==> config.mk <==
export PLATFORM = sky130hd
export DESIGN_NAME = button_reader
export DESIGN_NICKNAME = d
export VERILOG_FILES = /design/src/rtl/button_reader.sv
export SDC_FILE = /design/constraint.sdc
export NUM_CORES = 1
export LEC_CHECK = 0
export BUFFER_PORTS_ARGS = -buffer_cell sky130_fd_sc_hd__buf_4
export CORE_MARGIN = 3
export CORE_UTILIZATION = 55
export CTS_BUF_LIST = sky130_fd_sc_hd__clkbuf_8
export CTS_CLUSTER_DIAMETER = 100
export DETAILED_ROUTE_END_ITERATION = 16
export GPL_TIMING_DRIVEN = 0
export PLACE_DENSITY = 0.79
export SLEW_MARGIN = 15
export SYNTH_ARGS = -nofsm -noshare
export SYNTH_HDL_FRONTEND = slang
export SYNTH_SLANG_ARGS = --single-unit
==> constraint.sdc <==
create_clock -name clk -period 3.1 [get_ports clk]
set_input_delay 0.465 -clock clk [delete_from_list [all_inputs] [get_ports clk]]
set_output_delay 0.465 -clock clk [all_outputs]
set_load 0.03 [all_outputs]
==> src/rtl/button_reader.sv <==
// Debounces active-low push-buttons and turns their activity into single-cycle
// press, release, long-press and auto-repeat pulses, one independent FSM per channel.
//
//   state      | meaning
//   -----------+-----------------------------------------------------------
//   IDLE       | released and stable, waiting for a press
//   PRESS_DB   | raw press seen, counting stable-low cycles
//   HELD       | press accepted, timing towards long-press
//   REPEAT     | long-press reached, emitting periodic repeat pulses
//   RELEASE_DB | raw release seen while held, counting stable-high cycles
module button_reader #(
  parameter int NUM_BTN         = 2,
  parameter int DEBOUNCE_CYCLES = 270000,
  parameter int LONG_CYCLES     = 27000000,
  parameter int REPEAT_CYCLES   = 6750000
) (
  input  logic               clk,
  input  logic               rst,
  input  logic [NUM_BTN-1:0] btn_n,
  output logic [NUM_BTN-1:0] btn_level,
  output logic [NUM_BTN-1:0] press_pulse,
  output logic [NUM_BTN-1:0] release_pulse,
  output logic [NUM_BTN-1:0] long_pulse,
  output logic [NUM_BTN-1:0] repeat_pulse
);

  localparam int MAX_DL  = (DEBOUNCE_CYCLES > LONG_CYCLES) ? DEBOUNCE_CYCLES : LONG_CYCLES;
  localparam int MAX_CYC = (MAX_DL > REPEAT_CYCLES) ? MAX_DL : REPEAT_CYCLES;
  localparam int CW      = (MAX_CYC > 1) ? $clog2(MAX_CYC) : 1;

  localparam logic [CW-1:0] DB_LAST  = CW'(DEBOUNCE_CYCLES - 1);
  localparam logic [CW-1:0] LONG_LAST = CW'(LONG_CYCLES - 1);
  localparam logic [CW-1:0] REP_LAST = CW'(REPEAT_CYCLES - 1);

  generate
    if (NUM_BTN < 1 || DEBOUNCE_CYCLES < 1 || LONG_CYCLES < 1 || REPEAT_CYCLES < 1) begin : g_bad_param
      $error("button_reader: all parameters must be >= 1");
    end
  endgenerate

  typedef enum logic [2:0] {
    IDLE       = 3'd0,
    PRESS_DB   = 3'd1,
    HELD       = 3'd2,
    REPEAT     = 3'd3,
    RELEASE_DB = 3'd4
  } state_t;

  logic [NUM_BTN-1:0] sync1;
  logic [NUM_BTN-1:0] sync2;

  // Preset to released so a reset never looks like an edge on the pins.
  always_ff @(posedge clk) begin
    if (rst) begin
      sync1 <= '1;
      sync2 <= '1;
    end else begin
      sync1 <= btn_n;
      sync2 <= sync1;
    end
  end

  for (genvar i = 0; i < NUM_BTN; i++) begin : g_ch
    state_t        state;
    logic [CW-1:0] cnt;
    logic          pressed;
    logic          lvl;
    logic          p_press;
    logic          p_release;
    logic          p_long;
    logic          p_repeat;

    assign pressed = ~sync2[i];

    always_ff @(posedge clk) begin
      if (rst) begin
        state     <= IDLE;
        cnt       <= '0;
        lvl       <= 1'b0;
        p_press   <= 1'b0;
        p_release <= 1'b0;
        p_long    <= 1'b0;
        p_repeat  <= 1'b0;
      end else begin
        p_press   <= 1'b0;
        p_release <= 1'b0;
        p_long    <= 1'b0;
        p_repeat  <= 1'b0;
        case (state)
          IDLE: begin
            if (pressed) begin
              state <= PRESS_DB;
              cnt   <= '0;
            end
          end
          PRESS_DB: begin
            if (!pressed) begin
              state <= IDLE;
              cnt   <= '0;
            end else if (cnt == DB_LAST) begin
              state   <= HELD;
              cnt     <= '0;
              lvl     <= 1'b1;
              p_press <= 1'b1;
            end else begin
              cnt <= cnt + CW'(1);
            end
          end
          HELD: begin
            if (!pressed) begin
              state <= RELEASE_DB;
              cnt   <= '0;
            end else if (cnt == LONG_LAST) begin
              state  <= REPEAT;
              cnt    <= '0;
              p_long <= 1'b1;
            end else begin
              cnt <= cnt + CW'(1);
            end
          end
          REPEAT: begin
            if (!pressed) begin
              state <= RELEASE_DB;
              cnt   <= '0;
            end else if (cnt == REP_LAST) begin
              cnt      <= '0;
              p_repeat <= 1'b1;
            end else begin
              cnt <= cnt + CW'(1);
            end
          end
          RELEASE_DB: begin
            // Bouncing back to pressed restarts the long-press timer from zero.
            if (pressed) begin
              state <= HELD;
              cnt   <= '0;
            end else if (cnt == DB_LAST) begin
              state     <= IDLE;
              cnt       <= '0;
              lvl       <= 1'b0;
              p_release <= 1'b1;
            end else begin
              cnt <= cnt + CW'(1);
            end
          end
          default: begin
            state <= IDLE;
            cnt   <= '0;
          end
        endcase
      end
    end

    assign btn_level[i]     = lvl;
    assign press_pulse[i]   = p_press;
    assign release_pulse[i] = p_release;
    assign long_pulse[i]    = p_long;
    assign repeat_pulse[i]  = p_repeat;
  end

endmodule
# Word-level counts from Yosys, hierarchy flattened
# Index checks and enable logic that the tools add are counted.
# totals
ff_bits	70
input_bits	4
out_inout_bits	10
elab_cells	128
# classes
add_sub_neg	2
n_eq_ne	32
muxes	52
n_bitwise	10
reduce_logical	16
# ops
op	n
25-bit two-way mux	16
25-bit case mux with 5 select lines	2
25-bit by 1-bit adder with 25-bit output (second input constant)	2
25-bit by 19-bit equality test with 1-bit output (second input constant)	2
25-bit by 23-bit equality test with 1-bit output (second input constant)	2
25-bit equality test (second input constant)	2
3-bit two-way mux	16
3-bit case mux with 5 select lines	2
2-bit != test (second input constant)	12
3-bit OR reduction	8
5-bit AND reduction	4
3-bit != test (second input constant)	6
1-bit two-way mux	14
3-bit by 2-bit equality test with 1-bit output (second input constant)	4
1-bit inverter	10
3-bit by 1-bit equality test with 1-bit output (second input constant)	2
3-bit equality test (second input constant)	2
3-bit zero test	2
1-bit case mux with 2 select lines	2
2-bit nonzero test	2

# Depth between registers and ports, before layout
# Gate-level depths: netlist of the first run.
# depth
word_depth	4
depth_mapped	9
depth_no_buf	7

# Least setup slack after synthesis of the first run
# OpenSTA, ideal clock, no wires.
# synth_timing
path_kind	reg2reg
from	register g_ch[1].cnt[0]
to	register g_ch[1].cnt[11]
setup_ps	124
t_arrival_ps	2106
t_required_ps	2976
path_slack_ps	870
stages_incl_launch_ff	10
path_buffers	2
period_less_slack_ps	2230
path_cell_list	dfxtp_1 > ha_1 > and4_1 > nand4_1 > o311a_1 > a221o_1 > buf_6 > buf_6 > a31oi_1 > o22ai_1
# synth_between
elab_chain_len	4
word_cells_on_any_way	12
classes_between	add/sub (1); eq/ne (3); mux (8)
# synth_rtl
element	line	source
start, declared	65	logic [CW-1:0] cnt;
start signal, assigned	106	cnt <= cnt + CW'(1);
start signal, assigned	118	cnt <= cnt + CW'(1);
start signal, assigned	129	cnt <= cnt + CW'(1);
25-bit by 1-bit adder with 25-bit output (tied with other cells)	--	
25-bit two-way mux (on tied branches) (2 in a row)	--	
25-bit case mux with 5 select lines *	89	case (state)
# Every way passes the cells marked *; elsewhere a longest branch is shown, timed or not.
# A chain may end at the register's enable or synchronous reset.

# Final worst setup path of the first run
# layout_timing
from	register g_ch[1].cnt[0]
to	register g_ch[1].cnt[22]
# Same word-level chain as after synthesis.

==> flow_metrics.py, run 1 <==
metrics = {
    "final_layout": {
        "drive_gt1_share_pct": 10.5,
        "finalInstanceArea_um2": 4080,
        "layout.nets": 485,
        "area_delta_synth_final_pct": 11.6,
        "final_cells": 561,
        "insertedDiodeCount": 0,
        "nFillCells": 573,
        "multi_input_area_um2": 2010,
        "seqCellArea_um2": 1400,
        "final_core_util_pct": 63.8,
    },
    "sta": {
        "worst_slew_pin_slew_ns": 0.658,
        "fin_skew_ns": 0.00839,
        "final-max-slew-violation-count": 0,
        "timing.slew.headroom_pct": 55.8,
        "period_minus_slack_ns": 2.64,
        "fmax_mhz": 379,
        "setup_viol": 0,
        "layout_setup_ws_ns": 0.464,
        "rsz0062_at_grt": "false",
        "period_share_pct": 85.0,
        "finalHoldViolations": 0,
        "finalSetupTns_ns": 0,
    },
    "die": {
        "die_h_um": 87.5,
        "die_w_um": 87.5,
        "ioPinCount": 14,
        "rows": 29,
        "core_um2": 6390,
        "initial_core_util_pct": 57.2,
        "die-area_um2": 7650,
    },
    "placed_design": {
        "io_buffers": 12,
        "placed_area_um2": 3840,
        "place_hpwl_mm": 6.31,
        "dp_slack_ns": 0.516,
        "placed_cells": 545,
        "place.gp.congestion": 0.881,
    },
    "min_path": {
        "hold_path_class": "input port to flip-flop",
        "whs_path_depth": 2,
    },
    "power_and_ir_drop": {
        "p_int_w": 0.00145,
        "p_leak_nw": 1.37,
        "power_density_nw_per_um2": 452,
        "share_comb_of_total_power_pct": 3.3,
        "p_sw_w": 0.000394,
        "switching_share_pct": 21.4,
        "power_frac_clock_pct": 47.6,
        "peakVddDrop_v": 0.000367,
        "pwr-share-seq_pct": 49.1,
    },
    "critical_path": {
        "path_max_fanout": 10,
        "slowest_delay_ns": 0.43,
        "worstRegToRegCells": 9,
        "cp_num_buf_inv": 2,
        "crit_path_start_kind": "flip-flop",
        "crit_arrival_ns": 2.85,
        "critPathSlowestCell": "dfxtp_1",
        "path_class": "flip-flop to flip-flop",
        "end_kind": "flip-flop",
        "cp.depth": 9,
        "crit_chain": "ha_1 -> and4_1 -> nand4_1 -> o311a_1 -> a221o_1 -> buf_6 -> nand2_1 -> buf_4 -> o311ai_1",
        "critical_path.top_delay_family": "compound AO/OA/AOI/OAI gates",
        "crit_required_ns": 3.32,
    },
    "yosys": {
        "syn_nets": 462,
        "synth_flop_cell": "dfxtp_1",
        "synth-warning-count": 0,
        "syn_area_per_cell_um2": 8.01,
        "synth_edf_count": 0,
        "ys_ff_latch": 70,
        "syn_area_um2": 3650,
        "synthCells": 456,
        "async_flop_share_pct": 0,
        "ys_types": 55,
        "yosysSeqAreaShare_pct": 38.4,
    },
    "clock_network": {
        "clk_latency_ns": 0.35,
        "clk_path_buf_depth": 2,
        "postCtsSetupBuffers": 0,
        "hold_buffers": 0,
        "path_clk_slew_ns": 0.07,
        "cts_resized": 0,
        "clock_sinks": 70,
        "htree_levels": 3,
        "numCtsBuffers": 9,
        "clock-root-buffer": "clkbuf_8",
        "cts_tree": "yes",
    },
    "global_routing": {
        "grt_use_total_pct": 24.8,
        "grt_pass1_wl_mm": 15.3,
        "antenna_found_initial": 0,
        "grt_pass1_vias": 3289,
        "grt-ovfl-total": 0,
        "grt_max_degree": 13,
    },
    "detailed_routing": {
        "routed_wl_mm": 9.02,
        "routedWlPerCell_um": 16.1,
        "via_per_inst": 6.46,
        "first_iter_violations": 308,
        "drc_errors": 0,
        "vias": 3625,
        "ant_nets": 0,
        "dr.pass1.iters": 5,
    },
    "status": {
        "status": "finished clean",
    },
    "job": {
        "cap_violations": 0,
    },
}
-- worst reg2reg max path: stages, from the launching register on --
cell,delay [ns]
dfxtp_1,0.43
ha_1,0.25
and4_1,0.28
nand4_1,0.21
o311a_1,0.41
a221o_1,0.33
buf_6,0.15
nand2_1,0.13
buf_4,0.19
o311ai_1,0.12
-- routing by layer --
layer / part of all wire (%) / track usage (%)
met3: 5.6 / 5.87
met2: 50 / 43.1
met4: 2.2 / 9.90
met1: 42 / 29.3
met5: 0 / 0
-- worst paths after layout --
| check | endpoint | slack (ns) | startpoint |
|---|---|---|---|
| max | g_ch[1].cnt[22]$_SDFFE_PP0P_ | 0.46 | g_ch[1].cnt[0]$_SDFFE_PP0P_ |
| min | sync1[0]$_SDFF_PP1_ | 0.30 | btn_n[0] |
| min reg2reg | sync2[0]$_SDFF_PP1_ | 0.41 | sync1[0]$_SDFF_PP1_ |
| max reg2reg | g_ch[1].cnt[22]$_SDFFE_PP0P_ | 0.46 | g_ch[1].cnt[0]$_SDFFE_PP0P_ |
-- state kept, by name (all words and copies together) (netlist names) --
name,cells
g_ch.lvl,2
sync2,2
g_ch.cnt,50
g_ch.p_press,2
g_ch.p_release,2
g_ch.p_repeat,2
g_ch.state,6
sync1,2
g_ch.p_long,2
-- power groups by stage --
stage / clock [W] / sequential, W / combinational, W
finish: 0.000876 / 0.000905 / 0.0000602
global route: 0.000933 / 0.000905 / 0.0000649
CTS: 0.000890 / 0.000905 / 0.0000591
detailed placement: 0 / 0.000926 / 0.0000584
global placement: 0 / 0.000926 / 0.0000577
floorplan: 0 / 0.000925 / 0.0000401
-- layout by cell type, fill, tap and decap left out, types with 14 or more instances in the layout --
cell type | synthesis | final
dfxtp_1 | 70 | 70
nand2_1 | 60 | 60
nand3_1 | 35 | 35
nor2_1 | 29 | 29
nand4_1 | 24 | 24
buf_4 | 11 | 23
nor3_1 | 19 | 19
clkbuf_1 | 17 | 17
a31oi_1 | 16 | 16
inv_1 | 13 | 14
-- Yosys cell counts (5+ instances only) --
cell,instances,area (um^2)
a21oi_1,10,50.1
a31oi_1,16,100
and2_1,5,31.3
and3_1,10,62.6
and4_1,12,105
buf_4,11,82.6
clkbuf_1,17,63.8
dfxtp_1,70,1400
inv_1,13,48.8
mux2i_1,5,50.1
nand2_1,60,225
nand3_1,35,175
nand4_1,24,150
nor2_1,29,109
nor2b_1,5,31.3
nor3_1,19,95.1
nor4_1,12,75.1
o21ai_0,9,45.0
o311ai_0,9,78.8
or2_2,7,43.8
xnor2_1,5,43.8
xor2_1,7,61.3
-- stage by stage --
step	total power, W	hold WS [ns]
2_1_floorplan	0.000965	0.389
3_3_place_gp	0.000983	0.391
3_5_place_dp	0.000984	0.400
4_1_cts	0.00185	0.290
5_1_grt	0.00190	0.288
6_report	0.00184	0.298
-- cell families (layout without fill, tap and decap cells) --
family / count (synthesis) / in the layout / synth area share [%]
AO/OA/AOI/OAI: 81 / 81 / 15.5
XOR/XNOR: 12 / 12 / 2.88
adder cells (fa/ha/maj): 2 / 2 / 0.685
buffers and inverters: 47 / 75 / 6.61
flip-flops: 70 / 70 / 38.4
multiplexers: 5 / 5 / 1.37
AND/OR/NAND/NOR: 239 / 239 / 34.6
-- area by class of cell --
| class | instances | area share [%] |
|---|---|---|
| Multi-Input combinational cell | 339 | 49.3 |
| Tap cell | 77 | 2.36 |
| Timing Repair Buffer | 12 | 2.21 |
| Sequential cell | 70 | 34.4 |
| Buffer | 34 | 4.73 |
| Clock buffer | 9 | 3.04 |
| Inverter | 13 | 1.20 |
| Clock inverter | 7 | 2.79 |
No activity file was read; power rests on OpenSTA's default activity.
==> inputs of run 2 (changes only) <==
- CORE_UTILIZATION: 55 -> 64
- PLACE_DENSITY: 0.79 -> 0.89
- clock period: 3.1 -> 2.89 ns (I/O delays scaled with it)
==> flow_metrics.py, run 2 (synthesis gave the netlist of run 1 again) <==
metrics = {
    "detailed_routing": {
        "routedWlPerCell_um": 17.2,
        "dr.pass1.iters": 5,
        "first_iter_violations": 508,
        "via_per_inst": 6.73,
        "vias": 3730,
        "drc_errors": 0,
        "met1_length_mm": 4.17,
        "dr_wl_met2_mm": 4.26,
        "top_layer": "met4",
        "ant_nets": 0,
        "wl_met3_um": 895,
        "routed_wl_mm": 9.51,
    },
    "sta": {
        "fin_skew_ns": 0.0133,
        "period_share_pct": 94.2,
        "setup_viol": 0,
        "finalSetupTns_ns": 0,
        "worst_slew_pin_slew_ns": 0.671,
        "final-max-slew-violation-count": 0,
        "rsz0062_at_grt": "false",
        "fmax_mhz": 367,
        "finalHoldViolations": 0,
        "timing.slew.headroom_pct": 54.9,
        "period_minus_slack_ns": 2.72,
    },
    "die": {
        "die_h_um": 81.5,
        "die_w_um": 81.5,
        "initial_core_util_pct": 68.9,
        "rows": 26,
        "ioPinCount": 14,
        "die-area_um2": 6650,
        "core_um2": 5300,
    },
    "clock_network": {
        "postCtsSetupBuffers": 0,
        "clock-root-buffer": "clkbuf_8",
        "cts_tree": "yes",
        "clk_latency_ns": 0.36,
        "clk_path_buf_depth": 2,
        "numCtsBuffers": 9,
        "clock_sinks": 70,
        "hold_buffers": 0,
        "path_clk_slew_ns": 0.08,
        "cts_resized": 0,
        "htree_levels": 3,
    },
    "global_routing": {
        "grt_pass1_vias": 3382,
        "grt-ovfl-total": 0,
        "grt_max_degree": 13,
        "grt_pass1_wl_mm": 15.7,
        "antenna_found_initial": 0,
        "grt_use_total_pct": 30.7,
    },
    "placed_design": {
        "place_hpwl_mm": 6.48,
        "placed_cells": 538,
        "io_buffers": 12,
        "place.gp.congestion": 0.918,
    },
    "critical_path": {
        "path_max_fanout": 8,
        "critPathSlowestCell": "nor4b_1",
        "cp_common_cell": "nand3_1",
        "end_kind": "flip-flop",
        "crit_arrival_ns": 2.95,
        "crit_path_start_kind": "flip-flop",
        "cp_num_buf_inv": 1,
        "critical_path.top_delay_family": "simple AND/OR/NAND/NOR gates",
        "crit_chain": "clkbuf_1 -> nor4b_1 -> nand3_1 -> o41ai_1 -> nand3_1 -> o21ai_1 -> nor2_1",
        "reg2reg_setup_slack_ns": 0.17,
        "slowest_delay_ns": 0.51,
        "crit_required_ns": 3.12,
        "path_class": "flip-flop to flip-flop",
    },
    "power_and_ir_drop": {
        "peakVddDrop_v": 0.000586,
        "pwr-share-seq_pct": 49.6,
        "p_leak_nw": 1.37,
        "switching_share_pct": 22.4,
        "power_frac_clock_pct": 47.0,
        "p_int_w": 0.00152,
        "power_density_nw_per_um2": 481,
        "p_sw_w": 0.000437,
        "share_comb_of_total_power_pct": 3.3,
    },
    "final_layout": {
        "largestRegisters": "g_ch.cnt: 50 flops, g_ch.state: 6 flops",
        "insertedDiodeCount": 0,
        "drive_gt1_share_pct": 11.0,
        "nFillCells": 383,
        "regMostFlops": "g_ch.cnt",
        "final_cells": 554,
        "largest_register_ffs": 50,
        "area_delta_synth_final_pct": 11.3,
        "layout_commonest_cell": "dfxtp_1",
        "layout_common_cells": "70 x dfxtp_1, 59 x nand2_1, 35 x nand3_1",
        "layout.nets": 485,
    },
    "status": {
        "status": "finished clean",
    },
    "min_path": {
        "hold_path_class": "input port to flip-flop",
    },
    "job": {
        "cap_violations": 0,
    },
}
==> run 2: worst paths after layout <==
path | start | to | cells after the start
hold reg to reg | sync1[1]$_SDFF_PP1_ | sync2[1]$_SDFF_PP1_ | 1
hold / removal | btn_n[0] | sync1[0]$_SDFF_PP1_ | 2
setup / recovery | g_ch[0].cnt[19]$_SDFFE_PP0P_ | g_ch[0].cnt[7]$_SDFFE_PP0P_ | 7
setup reg to reg | g_ch[0].cnt[19]$_SDFFE_PP0P_ | g_ch[0].cnt[7]$_SDFFE_PP0P_ | 7
==> run 2: power by group through the flow <==
stage                     Combinational (W)  Clock [W]  Sequential, W
final                             0.0000650   0.000919       0.000971
after global routing              0.0000709   0.000967       0.000971
after CTS                         0.0000626   0.000923       0.000971
after detailed placement          0.0000619          0       0.000993
after global placement            0.0000604          0       0.000993
after floorplan                   0.0000430          0       0.000992
==> run 2: final cells by class <==
class	instances	area, um^2	area share (%)
multi-input combinational	339	2010	49.5
buffer	34	193	4.74
clock inverter	5	81.3	2.00
inverter	13	48.8	1.20
tap	70	87.6	2.15
sequential	70	1400	34.5
clock buffer	11	151	3.72
timing repair buffer	12	90.1	2.22
==> run 2: through the flow <==
stage	cell area [um^2]	util (%)	hold WS (ns)	setup slack, ns	total power, W
global route	4070	76.7	0.257	0.0361	0.00201
global placement	3830	72.2	0.398	0.359	0.00105
floorplan	3650	-	0.389	0.660	0.00104
CTS	4060	76.6	0.259	0.215	0.00196
detailed placement	3830	72.2	0.402	0.315	0.00105
finish	4070	76.7	0.262	0.169	0.00196
==> run 2: routing by layer <==
metal	GRT usage, %	vias up
met3	8.88	29
met1	40.2	1743
met2	47.8	222
met4	11.3	0
met5	0	-
li1	-	1736
==> inputs of run 3 (changes only) <==
- CORE_UTILIZATION: 64 -> 45
- PLACE_DENSITY: 0.89 -> 0.68
==> flow_metrics.py, run 3 (synthesis gave the netlist of run 1 again) <==
metrics = {
    "detailed_routing": {
        "drc_errors": 0,
        "dr.pass1.iters": 5,
        "ant_nets": 0,
        "vias": 3551,
        "routed_wl_mm": 8.99,
        "routedWlPerCell_um": 15.3,
        "first_iter_violations": 214,
        "via_per_inst": 6.06,
    },
    "placed_design": {
        "placed_area_um2": 3870,
        "io_buffers": 12,
        "place_hpwl_mm": 6.37,
        "placed_cells": 570,
        "place.gp.congestion": 0.882,
    },
    "critical_path": {
        "reg2reg_setup_slack_ns": 0.23,
        "crit_required_ns": 3.12,
        "slowest_delay_ns": 0.41,
        "crit_chain": "ha_1 -> and4_1 -> nand4_1 -> o311a_1 -> a221o_1 -> buf_6 -> nand2_1 -> buf_4 -> o311ai_1",
        "cp_num_buf_inv": 2,
        "path_class": "flip-flop to flip-flop",
        "critPathSlowestCell": "dfxtp_1",
        "critical_path.top_delay_family": "compound AO/OA/AOI/OAI gates",
        "crit_path_start_kind": "flip-flop",
        "crit_arrival_ns": 2.89,
        "path_max_fanout": 10,
        "end_kind": "flip-flop",
    },
    "final_layout": {
        "largest_register_ffs": 50,
        "regMostFlops": "g_ch.cnt",
        "nFillCells": 758,
        "area_delta_synth_final_pct": 11.4,
        "finalInstanceArea_um2": 4070,
        "final_cells": 586,
        "drive_gt1_share_pct": 10.5,
        "largestRegisters": "g_ch.cnt: 50 flops, g_ch.state: 6 flops",
        "multi_input_area_um2": 2010,
        "layout_common_cells": "70 x dfxtp_1, 60 x nand2_1, 35 x nand3_1",
        "layout.nets": 485,
        "final_core_util_pct": 52.1,
        "layout_commonest_cell": "dfxtp_1",
        "insertedDiodeCount": 0,
        "seqCellArea_um2": 1400,
    },
    "sta": {
        "period_minus_slack_ns": 2.66,
        "setup_viol": 0,
        "period_share_pct": 92.0,
        "finalSetupTns_ns": 0,
        "fin_skew_ns": 0.0148,
        "final-max-slew-violation-count": 0,
        "rsz0062_at_grt": "false",
        "finalHoldViolations": 0,
        "timing.slew.headroom_pct": 52.6,
        "worst_slew_pin_slew_ns": 0.706,
        "fmax_mhz": 376,
    },
    "power_and_ir_drop": {
        "pwr-share-seq_pct": 52.8,
        "peakVddDrop_v": 0.000201,
        "switching_share_pct": 23.7,
        "p_sw_w": 0.000435,
        "power_density_nw_per_um2": 452,
        "share_comb_of_total_power_pct": 3.5,
        "power.total_w": 0.00184,
        "p_int_w": 0.00140,
        "power_frac_clock_pct": 43.7,
        "p_leak_nw": 1.35,
    },
    "clock_network": {
        "clk_path_buf_depth": 2,
        "hold_buffers": 0,
        "path_clk_slew_ns": 0.08,
        "cts_resized": 0,
        "clock_sinks": 70,
        "cts_tree": "yes",
        "clock-root-buffer": "clkbuf_8",
        "numCtsBuffers": 9,
        "clk_latency_ns": 0.35,
        "htree_levels": 3,
        "postCtsSetupBuffers": 0,
    },
    "die": {
        "die-area_um2": 9230,
        "ioPinCount": 14,
        "rows": 32,
        "initial_core_util_pct": 46.8,
        "core_um2": 7810,
        "die_w_um": 96.1,
        "die_h_um": 96.1,
    },
    "global_routing": {
        "grt_pass1_wl_mm": 15.2,
        "grt_use_total_pct": 20.7,
        "grt_pass1_vias": 3178,
        "antenna_found_initial": 0,
        "grt-ovfl-total": 0,
        "grt_max_degree": 13,
    },
    "job": {
        "cap_violations": 0,
    },
    "min_path": {
        "hold_path_class": "input port to flip-flop",
    },
    "status": {
        "status": "finished clean",
    },
}
==> run 3: changes by cell type in the layout (fill, tap and decap cells not counted) <==
cell,previous run,this run
clkbuf_8,11,10
nand2_2,1,0
clkinvlp_4,1,2
inv_1,13,14
nand2_1,59,60
bufinv_16,2,1
==> run 3: worst register-to-register path: stages, from the launching register on <==
cell and delay (ns):
dfxtp_1 0.41, ha_1 0.25, and4_1 0.31, nand4_1 0.21, o311a_1 0.40, a221o_1 0.35
buf_6 0.16, nand2_1 0.13, buf_4 0.21, o311ai_1 0.12
==> run 3: stage by stage <==
stage	hold slack (ns)	setup slack, ns
finish	0.274	0.231
global route	0.262	0.0376
CTS	0.260	0.255
detailed placement	0.396	0.318
global placement	0.401	0.326
floorplan	0.389	0.660
==> run 3: path summary, 6_finish.rpt <==
path	start	end	cells past startpoint
setup reg to reg	g_ch[1].cnt[0]$_SDFFE_PP0P_	g_ch[1].cnt[23]$_SDFFE_PP0P_	9
hold / removal	btn_n[1]	sync1[1]$_SDFF_PP1_	2
hold reg to reg	sync1[1]$_SDFF_PP1_	sync2[1]$_SDFF_PP1_	1
setup / recovery	g_ch[1].cnt[0]$_SDFFE_PP0P_	g_ch[1].cnt[23]$_SDFFE_PP0P_	9
==> run 3: layout make-up <==
type                    count  share of cell area [%]
clock inverters             6                    1.54
plain buffers              34                    4.73
flip-flops and latches     70                    34.4
repair buffers             12                    2.21
clock buffers              10                    3.38
multi-input cells         339                    49.4
well taps                 102                    3.14
inverters                  13                    1.20
==> run 3: per-layer routing <==
layer / part of all wire (%) / routed length, um / up-vias / track usage (%)
met5: 0 / 0 / - / 0
met4: 1.0 / 93 / 0 / 6.87
met3: 6.9 / 620 / 7 / 5.94
met2: 45 / 4000 / 134 / 31.2
li1: - / - / 1736 / -
met1: 48 / 4270 / 1674 / 28.2
==> run 3: power groups by stage <==
stage | sequential, W | clock, W | combinational, W
after global placement | 0.000993 | 0 | 0.0000618
after detailed placement | 0.000993 | 0 | 0.0000631
after floorplan | 0.000992 | 0 | 0.0000430
after CTS | 0.000970 | 0.000821 | 0.0000634
final | 0.000970 | 0.000804 | 0.0000641
after global routing | 0.000971 | 0.000862 | 0.0000700
